$ cat config.mk
export PLATFORM = sky130hd
export DESIGN_NAME = dmem_arbiter
export DESIGN_NICKNAME = d
export VERILOG_FILES = /design/src/rtl/dmem_arbiter_pkg.sv /design/src/rtl/dmem_arbiter_rr_pick2.sv /design/src/rtl/dmem_arbiter.sv
export SDC_FILE = /design/constraint.sdc
export NUM_CORES = 1
export LEC_CHECK = 0
export ABC_AREA = 1
export BUFFER_PORTS_ARGS = -buffer_cell sky130_fd_sc_hd__buf_2
export CORE_ASPECT_RATIO = 0.8
export CORE_MARGIN = 3
export CORE_UTILIZATION = 43
export CTS_CLUSTER_DIAMETER = 80
export DETAILED_ROUTE_END_ITERATION = 8
export PLACE_DENSITY_LB_ADDON = 0.12
export SLEW_MARGIN = 15
export SYNTH_ARGS = -nofsm -noshare
export SYNTH_HDL_FRONTEND = slang
export SYNTH_SLANG_ARGS = --single-unit
$ cat constraint.sdc
create_clock -name clk -period 1.2 [get_ports clk]
set_input_delay 0.06 -clock clk [delete_from_list [all_inputs] [get_ports clk]]
set_output_delay 0.06 -clock clk [all_outputs]
set_load 0.01 [all_outputs]
$ cat src/rtl/dmem_arbiter_pkg.sv
`default_nettype none
// ============================================================================
//  Module      : dmem_arbiter_pkg
//  Description : Shared encodings for the data-memory arbiter: FSM state
//                codes and requester (owner) identifiers.
//  Revision    : 1.0 - initial release
// ============================================================================
package dmem_arbiter_pkg;

    // FSM state encodings
    localparam logic [1:0] ST_IDLE  = 2'd0;
    localparam logic [1:0] ST_ISSUE = 2'd1;
    localparam logic [1:0] ST_WAIT  = 2'd2;
    localparam logic [1:0] ST_RESP  = 2'd3;

    // Requester identifiers
    localparam logic OWNER_M0 = 1'b0;
    localparam logic OWNER_M1 = 1'b1;

endpackage : dmem_arbiter_pkg
`default_nettype wire

$ cat src/rtl/dmem_arbiter_rr_pick2.sv
`default_nettype none
// ============================================================================
//  Module      : rr_pick2
//  Description : Combinational two-way round-robin picker. A lone request
//                wins outright; on a tie the requester that was NOT granted
//                last wins.
//  Revision    : 1.0 - initial release
// ============================================================================
module rr_pick2
    import dmem_arbiter_pkg::*;
(
    input  logic [1:0] req,
    input  logic       last,
    output logic       sel,
    output logic       valid
);

    // Select a requester; tie broken against the last winner
    always_comb begin
        valid = |req;
        sel   = OWNER_M0;
        if (req == 2'b11) begin
            sel = ~last;
        end else if (req[1]) begin
            sel = OWNER_M1;
        end
    end

endmodule : rr_pick2
`default_nettype wire

$ cat src/rtl/dmem_arbiter.sv
`default_nettype none
// ============================================================================
//  Module      : dmem_arbiter
//  Description : Shares a single-port synchronous RAM between two requesters
//                (m0 = cpu load/store, m1 = secondary master) with round-robin
//                arbitration and one access in flight at a time.
//  Revision    : 1.0 - initial release
// ============================================================================
module dmem_arbiter
    import dmem_arbiter_pkg::*;
#(
    parameter int AW     = 5,
    parameter int DW     = 32,
    parameter int RD_LAT = 1
) (
    input  logic          clk,
    input  logic          rst,

    input  logic          m0_req,
    input  logic          m0_we,
    input  logic [AW-1:0] m0_addr,
    input  logic [DW-1:0] m0_wdata,
    output logic          m0_gnt,
    output logic          m0_rvalid,
    output logic [DW-1:0] m0_rdata,

    input  logic          m1_req,
    input  logic          m1_we,
    input  logic [AW-1:0] m1_addr,
    input  logic [DW-1:0] m1_wdata,
    output logic          m1_gnt,
    output logic          m1_rvalid,
    output logic [DW-1:0] m1_rdata,

    output logic [AW-1:0] ram_addr,
    output logic [DW-1:0] ram_wdata,
    output logic          ram_wren,
    input  logic [DW-1:0] ram_q,

    output logic          busy
);

    localparam int            CW       = $clog2(RD_LAT) + 1;
    localparam logic [CW-1:0] CNT_INIT = CW'(RD_LAT - 1);

    logic [1:0]    state;
    logic          owner;
    logic          lat_we;
    logic [AW-1:0] lat_addr;
    logic [DW-1:0] lat_wdata;
    logic [CW-1:0] cnt;
    logic          last_owner;
    logic          granted_any;

    logic          last_eff;
    logic          pick_sel;
    logic          pick_valid;

    // Until the first grant after reset, act as if m1 went last so that the
    // pointer's reset value (m0) also means m0 wins the first tie.
    assign last_eff = granted_any ? last_owner : OWNER_M1;

    rr_pick2 u_pick (
        .req   ({m1_req, m0_req}),
        .last  (last_eff),
        .sel   (pick_sel),
        .valid (pick_valid)
    );

    // Arbitration FSM, request latch, round-robin pointer and latency counter
    always_ff @(posedge clk or negedge rst) begin
        if (!rst) begin
            state       <= ST_IDLE;
            owner       <= OWNER_M0;
            lat_we      <= 1'b0;
            lat_addr    <= '0;
            lat_wdata   <= '0;
            cnt         <= '0;
            last_owner  <= OWNER_M0;
            granted_any <= 1'b0;
        end else begin
            case (state)
                ST_IDLE: begin
                    if (pick_valid) begin
                        owner     <= pick_sel;
                        lat_we    <= (pick_sel == OWNER_M1) ? m1_we    : m0_we;
                        lat_addr  <= (pick_sel == OWNER_M1) ? m1_addr  : m0_addr;
                        lat_wdata <= (pick_sel == OWNER_M1) ? m1_wdata : m0_wdata;
                        state     <= ST_ISSUE;
                    end
                end
                ST_ISSUE: begin
                    last_owner  <= owner;
                    granted_any <= 1'b1;
                    cnt         <= CNT_INIT;
                    state       <= lat_we ? ST_IDLE : ST_WAIT;
                end
                ST_WAIT: begin
                    if (cnt == '0) begin
                        state <= ST_RESP;
                    end else begin
                        cnt <= cnt - 1'b1;
                    end
                end
                ST_RESP: begin
                    state <= ST_IDLE;
                end
                default: begin
                    state <= ST_IDLE;
                end
            endcase
        end
    end

    // Read-data capture into the owner's holding register on the last WAIT cycle
    always_ff @(posedge clk or negedge rst) begin
        if (!rst) begin
            m0_rdata <= '0;
            m1_rdata <= '0;
        end else if (state == ST_WAIT && cnt == '0) begin
            if (owner == OWNER_M1) begin
                m1_rdata <= ram_q;
            end else begin
                m0_rdata <= ram_q;
            end
        end
    end

    // RAM side is driven straight from the latch; the address stays put
    // through WAIT so the RAM sees a stable address for the whole read.
    assign ram_addr  = lat_addr;
    assign ram_wdata = lat_wdata;
    assign ram_wren  = (state == ST_ISSUE) && lat_we;

    assign m0_gnt    = (state == ST_ISSUE) && (owner == OWNER_M0);
    assign m1_gnt    = (state == ST_ISSUE) && (owner == OWNER_M1);
    assign m0_rvalid = (state == ST_RESP)  && (owner == OWNER_M0);
    assign m1_rvalid = (state == ST_RESP)  && (owner == OWNER_M1);

    assign busy      = (state != ST_IDLE);

endmodule : dmem_arbiter
`default_nettype wire
==> impl_metrics.json, run 1 <==
{
  "top_usage_layer": "met2",
  "crit_family": "flip-flops",
  "grt_use_met2_pct": 34.0,
  "p_comb_share_pct": 45.4,
  "insertion_delay_ns": 0.34,
  "track_usage_pct": 21.1,
  "cts_made_buffers": 9,
  "p_sw_w": 0.00685,
  "leakagePower_nw": 4.12,
  "syn_area_um2": 4870,
  "timing.slew.headroom_pct": 71.4,
  "end_kind": "output pin",
  "clkTransAtPathRegs_ns": 0.08,
  "slew_viol_final": 0,
  "grt-ovfl-total": 0,
  "layout_min_cycle_time_ns": 1.30,
  "numClockSinks": 107,
  "n_antenna_cell": 0,
  "r2r_slack_ns": -0.1,
  "synthCells": 602,
  "worstMarginPinSlew_ns": 0.429,
  "postLayoutCoreUtil_pct": 64.3,
  "synth_top_area_share_pct": 55.0,
  "cp-start-kind": "flop",
  "fin_nets": 966,
  "status": "finished with violations",
  "ios": 219,
  "grt_first_pass_wirelength_um": 22000,
  "cp_num_buf_inv": 3,
  "critPathRequiredTime_ns": 1.14,
  "p_clk_share_pct": 17.0,
  "vdd_drop_max_mv": 1.11,
  "dr.pass1.iters": 4,
  "synth_area_per_cell_um2": 8.08,
  "dp.cells": 942,
  "final_hold_viol_count": 0,
  "slowest_stage": "dfrtp_1",
  "crit_type": "reg2out",
  "yosys_warnings": 0,
  "cts_max_level": 3,
  "ctsLongestPathBuffers": 2,
  "instances_no_fill": 1003,
  "setup_viol": 83,
  "antenna_left": 0,
  "synth_nets": 714,
  "cts-root-buf": "clkbuf_16",
  "viasPerCell": 4.84,
  "initial_utilization_pct": 44.3,
  "crit_chain": "inv_2 > buf_6 > nor3_2 > buf_2",
  "crit_arrival_ns": 1.24,
  "ys_seq_area_share_pct": 55.0,
  "hp-class": "in2reg",
  "violations": "negative setup slack",
  "drc": 0,
  "regArea_um2": 2680,
  "final_cell_mix": "215 x buf_2, 146 x nand2_1, 111 x inv_1, 111 x nand3_1, 107 x dfrtp_1",
  "place_area_um2": 6170,
  "drt_first_iter_violations": 363,
  "grt_pass1_vias": 4537,
  "dp_hpwl_um": 9210,
  "final_cell_area_um2": 7060,
  "fin_skew_ns": 0.00895,
  "synth_area_leaders": "dfrtp_1 55%, nand3_1 12%, nand2_1 11%",
  "ys_types": 17,
  "gp_congestion": 0.858,
  "cpPeakStageDelay_ns": 0.39,
  "antenna_found_initial": 0,
  "core_um2": 11000,
  "drt-wirelength-per-cell_um": 14.6,
  "die_area_um2": 12600,
  "post-route-period-util_pct": 108,
  "synth_top_area_cell": "dfrtp_1",
  "fill_cells": 951,
  "rsz0062_at_grt": "yes",
  "pwr-share-seq_pct": 37.6,
  "gr-usage-met3_pct": 5.06,
  "max_freq_ghz": 0.772,
  "cp_max_fo": 3,
  "cts_tree": "built",
  "num_vias": 4851,
  "switching_share_pct": 40.0,
  "timing.final.ws_setup_ns": -0.0950,
  "area_delta_synth_final_pct": 45.0,
  "p_int_w": 0.0103,
  "final_common_cell": "buf_2",
  "fp.dieW_um": 125,
  "port_buffers": 218,
  "rows": 34,
  "routed_wl_um": 14700,
  "grt_max_degree": 65,
  "multi_input_area_um2": 1610,
  "drv_cap": 0,
  "cellPowerDensity_nw_per_um2": 2430,
  "use_met1_pct": 28.5,
  "ys_ff_latch": 107,
  "die_y_um": 101,
  "drive_gt1_share_pct": 32.8
}
## Yosys cell counts
library cell  instances
dfrtp_1             107
a21oi_1               1
buf_6                 4
nor2_1                4
nand3_1             115
buf_2                14
inv_1               112
nor2_2                1
nand2_2               1
nand3_2               2
buf_4                 7
inv_2                 4
clkbuf_1             12
o21ai_0              67
nor3_1                2
nor2_4                1
nand2_1             148
## flip-flops by register name, indices dropped and copies added, names as in the netlist, named ones only
register / count
ram_wdata: 32
last_owner: 1
state: 1
m1_rdata: 32
ram_addr: 5
owner: 1
lat_we: 1
m0_rdata: 32
granted_any: 1
## logic make-up after synthesis
kind of cell / synth area share, %
DFF: 55.0
and+or+nand+nor: 24.7
AOI/OAI and AO/OA: 6.99
buffers and inverters: 13.3
## final timing paths
path,startpoint,endpoint,cells past startpoint
worst max-delay path,owner,m1_rvalid,4
worst min-delay path,m0_wdata[24],ram_wdata[24],5
worst max register to register,state[0],ram_wdata[30],8
worst min register to register,m1_rdata[21],m1_rdata[21],2
max in group asynchronous,rst,m1_rdata[7],3
min in group asynchronous,rst,ram_wdata[4],2
## through the flow
step                      setup TNS, ns  total power, W  worst slack, ns  hold slack (ns)
after floorplan                  -0.139          0.0102         -0.00703           -0.236
after global placement                0          0.0132           0.0509          -0.0786
after detailed placement      -0.000441          0.0134        -0.000441          -0.0787
after CTS                         -2.70          0.0166          -0.0810           0.0166
after global routing             -11.13          0.0184           -0.178           0.0423
final                             -3.54          0.0171          -0.0950           0.0309
## layer usage
metal  up-vias  share of wire (%)
li1       2369                  -
met1      2244                 44
met2       219                 47
met3        19                7.0
met4         0                1.7
met5         -                  0
## worst register-to-register path, stage by stage (launching register included)
cell       delay (ns)
dfrtp_1          0.40
inv_2            0.11
buf_6            0.11
nand2_4          0.05
nor2_4           0.12
inv_2            0.09
clkbuf_16        0.19
nand2_1          0.06
nand2_1          0.06
## power groups by stage
| stage | registers [W] | logic [W] | clock network (W) |
|---|---|---|---|
| 2_1_floorplan | 0.00720 | 0.00305 | 0 |
| 3_3_place_gp | 0.00642 | 0.00673 | 0 |
| 3_5_place_dp | 0.00642 | 0.00694 | 0 |
| 4_1_cts | 0.00639 | 0.00725 | 0.00300 |
| 5_1_grt | 0.00666 | 0.00863 | 0.00313 |
| 6_report | 0.00644 | 0.00777 | 0.00291 |
## what timing repair did
action | CTS | global route
hold buffers | 33 | 0
setup buffers | 4 | 2
pin swaps | 2 | 1
endpoints found under the setup margin | 8 | 67
gates resized for setup | 12 | 37
cloned | 0 | 6
endpoints found under the hold margin | 167 | 0
## final cells by class
class	instances	share of cell area, %
clock buffer	10	3.39
clock inverter	6	0.816
inverter	116	6.21
multi-input combinational	342	22.8
sequential	107	38.0
tap	144	2.55
timing repair buffer	278	26.3
Power figures use the tool's default switching activity.
==> run 2, diff against run 1 <==
--- a/config.mk
+++ b/config.mk
@@ -13,6 +13,7 @@
 export CTS_CLUSTER_DIAMETER = 80
 export DETAILED_ROUTE_END_ITERATION = 8
 export PLACE_DENSITY_LB_ADDON = 0.12
+export REMOVE_ABC_BUFFERS = 1
 export SLEW_MARGIN = 15
 export SYNTH_ARGS = -nofsm -noshare
 export SYNTH_HDL_FRONTEND = slang
==> impl_metrics.json, run 2 (synthesis gave the netlist of run 1 again) <==
{
  "crit_type": "reg2reg",
  "drt-wirelength-per-cell_um": 14.4,
  "grt-ovfl-total": 0,
  "n_antenna_cell": 0,
  "cts_max_level": 3,
  "cts_made_buffers": 9,
  "cts_tree": "built",
  "final_hold_viol_count": 0,
  "timing.slew.headroom_pct": 65.4,
  "max_freq_ghz": 0.778,
  "antenna_left": 0,
  "crit_arrival_ns": 1.50,
  "cellPowerDensity_nw_per_um2": 2460,
  "worstRegToRegCells": 6,
  "drt_first_iter_violations": 285,
  "antenna_found_initial": 0,
  "drv_cap": 0,
  "fp.dieW_um": 125,
  "status": "finished with violations",
  "grt_max_degree": 68,
  "leakagePower_nw": 4.12,
  "post-route-period-util_pct": 107,
  "pre_cts_slack_ns": -0.00856,
  "num_vias": 4826,
  "hold_depth": 5,
  "cp_max_fo": 8,
  "min_from": "m0_wdata[12]",
  "die_area_um2": 12600,
  "clkTransAtPathRegs_ns": 0.07,
  "routed_wl_um": 14400,
  "core_um2": 11000,
  "insertion_delay_ns": 0.34,
  "rsz0062_at_grt": "yes",
  "worstMarginPinSlew_ns": 0.519,
  "layout_min_cycle_time_ns": 1.28,
  "die_y_um": 101,
  "hp-class": "in2reg",
  "fill_cells": 953,
  "rows": 34,
  "setup_viol": 84,
  "initial_utilization_pct": 44.3,
  "area_delta_synth_final_pct": 45.6,
  "dr.pass1.iters": 7,
  "r2r_start": "owner",
  "regArea_um2": 2680,
  "ctsLongestPathBuffers": 2,
  "whs_ns": 0.0400,
  "drc": 0,
  "final_common_cell": "buf_2",
  "grt_first_pass_wirelength_um": 22000,
  "slew_viol_final": 0,
  "viasPerCell": 4.81,
  "final_cell_mix": "216 x buf_2, 133 x nand2_1, 115 x nand3_1",
  "track_usage_pct": 20.8,
  "cts-root-buf": "clkbuf_16",
  "drive_gt1_share_pct": 34.2,
  "port_buffers": 218,
  "r2r_slack_ns": -0.08,
  "timing.final.ws_setup_ns": -0.0846,
  "grt_pass1_vias": 4805,
  "violations": "negative setup slack",
  "gp_congestion": 0.802,
  "end_kind": "flop",
  "fin_skew_ns": 0.00762,
  "ios": 219,
  "numClockSinks": 107,
  "cp-start-kind": "flop",
  "multi_input_area_um2": 1660,
  "dp_hpwl_um": 9050,
  "critPathRequiredTime_ns": 1.41,
  "reg2reg_to": "m0_rdata[29]",
  "hold_end": "ram_wdata[12]",
  "fin_nets": 966,
  "vdd_drop_max_mv": 1.23
}
## run 2: cell types whose count changed in the layout (fill, tap and decap cells not counted), moves of 3 or more
cell | before | now
nand3_2 | 5 | 1
o21ai_2 | 0 | 7
buf_4 | 9 | 12
nand2_2 | 1 | 9
o21ai_1 | 26 | 19
buf_6 | 7 | 4
nand2_4 | 2 | 7
nand3_1 | 111 | 115
nand2_1 | 146 | 133
## run 2: worst max-delay path by stage
stage / cells past startpoint / slack (ns) / from / endpoint
6_report: 6 / -0.08 / owner / m0_rdata[29]
5_1_grt: 6 / -0.15 / owner / m0_rdata[8]
4_1_cts: 7 / -0.04 / state[0] / ram_wdata[26]
3_5_place_dp: 7 / -0.009 / state[0] / ram_wdata[26]
3_3_place_gp: 6 / 0.05 / state[0] / ram_wdata[0]
2_1_floorplan: 6 / -0.52 / state[0] / lat_we
## run 2: per-stage QoR
stage	utilization, %	area [um^2]	TNS (ns)	total power (W)	instances
floorplan	-	4650	-38.51	0.00989	565
global placement	55.9	6140	0	0.0131	942
detailed placement	55.9	6140	-0.0238	0.0133	942
CTS	62.2	6820	-0.843	0.0166	994
global route	64.6	7090	-9.48	0.0187	1003
finish	64.6	7090	-2.49	0.0174	1003
## run 2: timing repair
item | in CTS | in global routing
gates resized for setup | 9 | 55
hold buffers | 33 | 0
setup endpoints to repair | 41 | 103
pin swaps | 2 | 1
endpoints found under the hold margin | 168 | 0
gates cloned | 0 | 6
buffers inserted | 4 | 3
## run 2: cell type report
| type | instances | share of cell area, % |
|---|---|---|
| flip-flops and latches | 107 | 37.8 |
| clock inverters | 6 | 1.01 |
| inverters | 116 | 6.18 |
| repair buffers | 278 | 25.8 |
| clock buffers | 10 | 3.23 |
| multi-input cells | 342 | 23.4 |
| well taps | 144 | 2.54 |
## run 2: critical path, cell delays in order, from the launching register on
cell and delay [ns]:
dfrtp_1 0.41, inv_2 0.11, buf_6 0.11, nand3_4 0.15
clkbuf_16 0.23, nand2_2 0.06, o21ai_0 0.08
## run 2: layer usage
metal,up-vias,share of wire (%),global-route usage (%)
li1,2367,-,-
met1,2260,44,26.7
met2,174,48,35.2
met3,25,5.8,4.64
met4,0,2.3,7.67
met5,-,0,0
## run 2: report_power, final
group / leakage [nW] / total [W] / internal, W / switching [W]
registers: 1.30 / 0.00646 / 0.00542 / 0.00104
clock network: 0.140 / 0.00297 / 0.00164 / 0.00133
logic: 2.69 / 0.00797 / 0.00346 / 0.00451
total: 4.12 / 0.0174 / 0.0105 / 0.00688
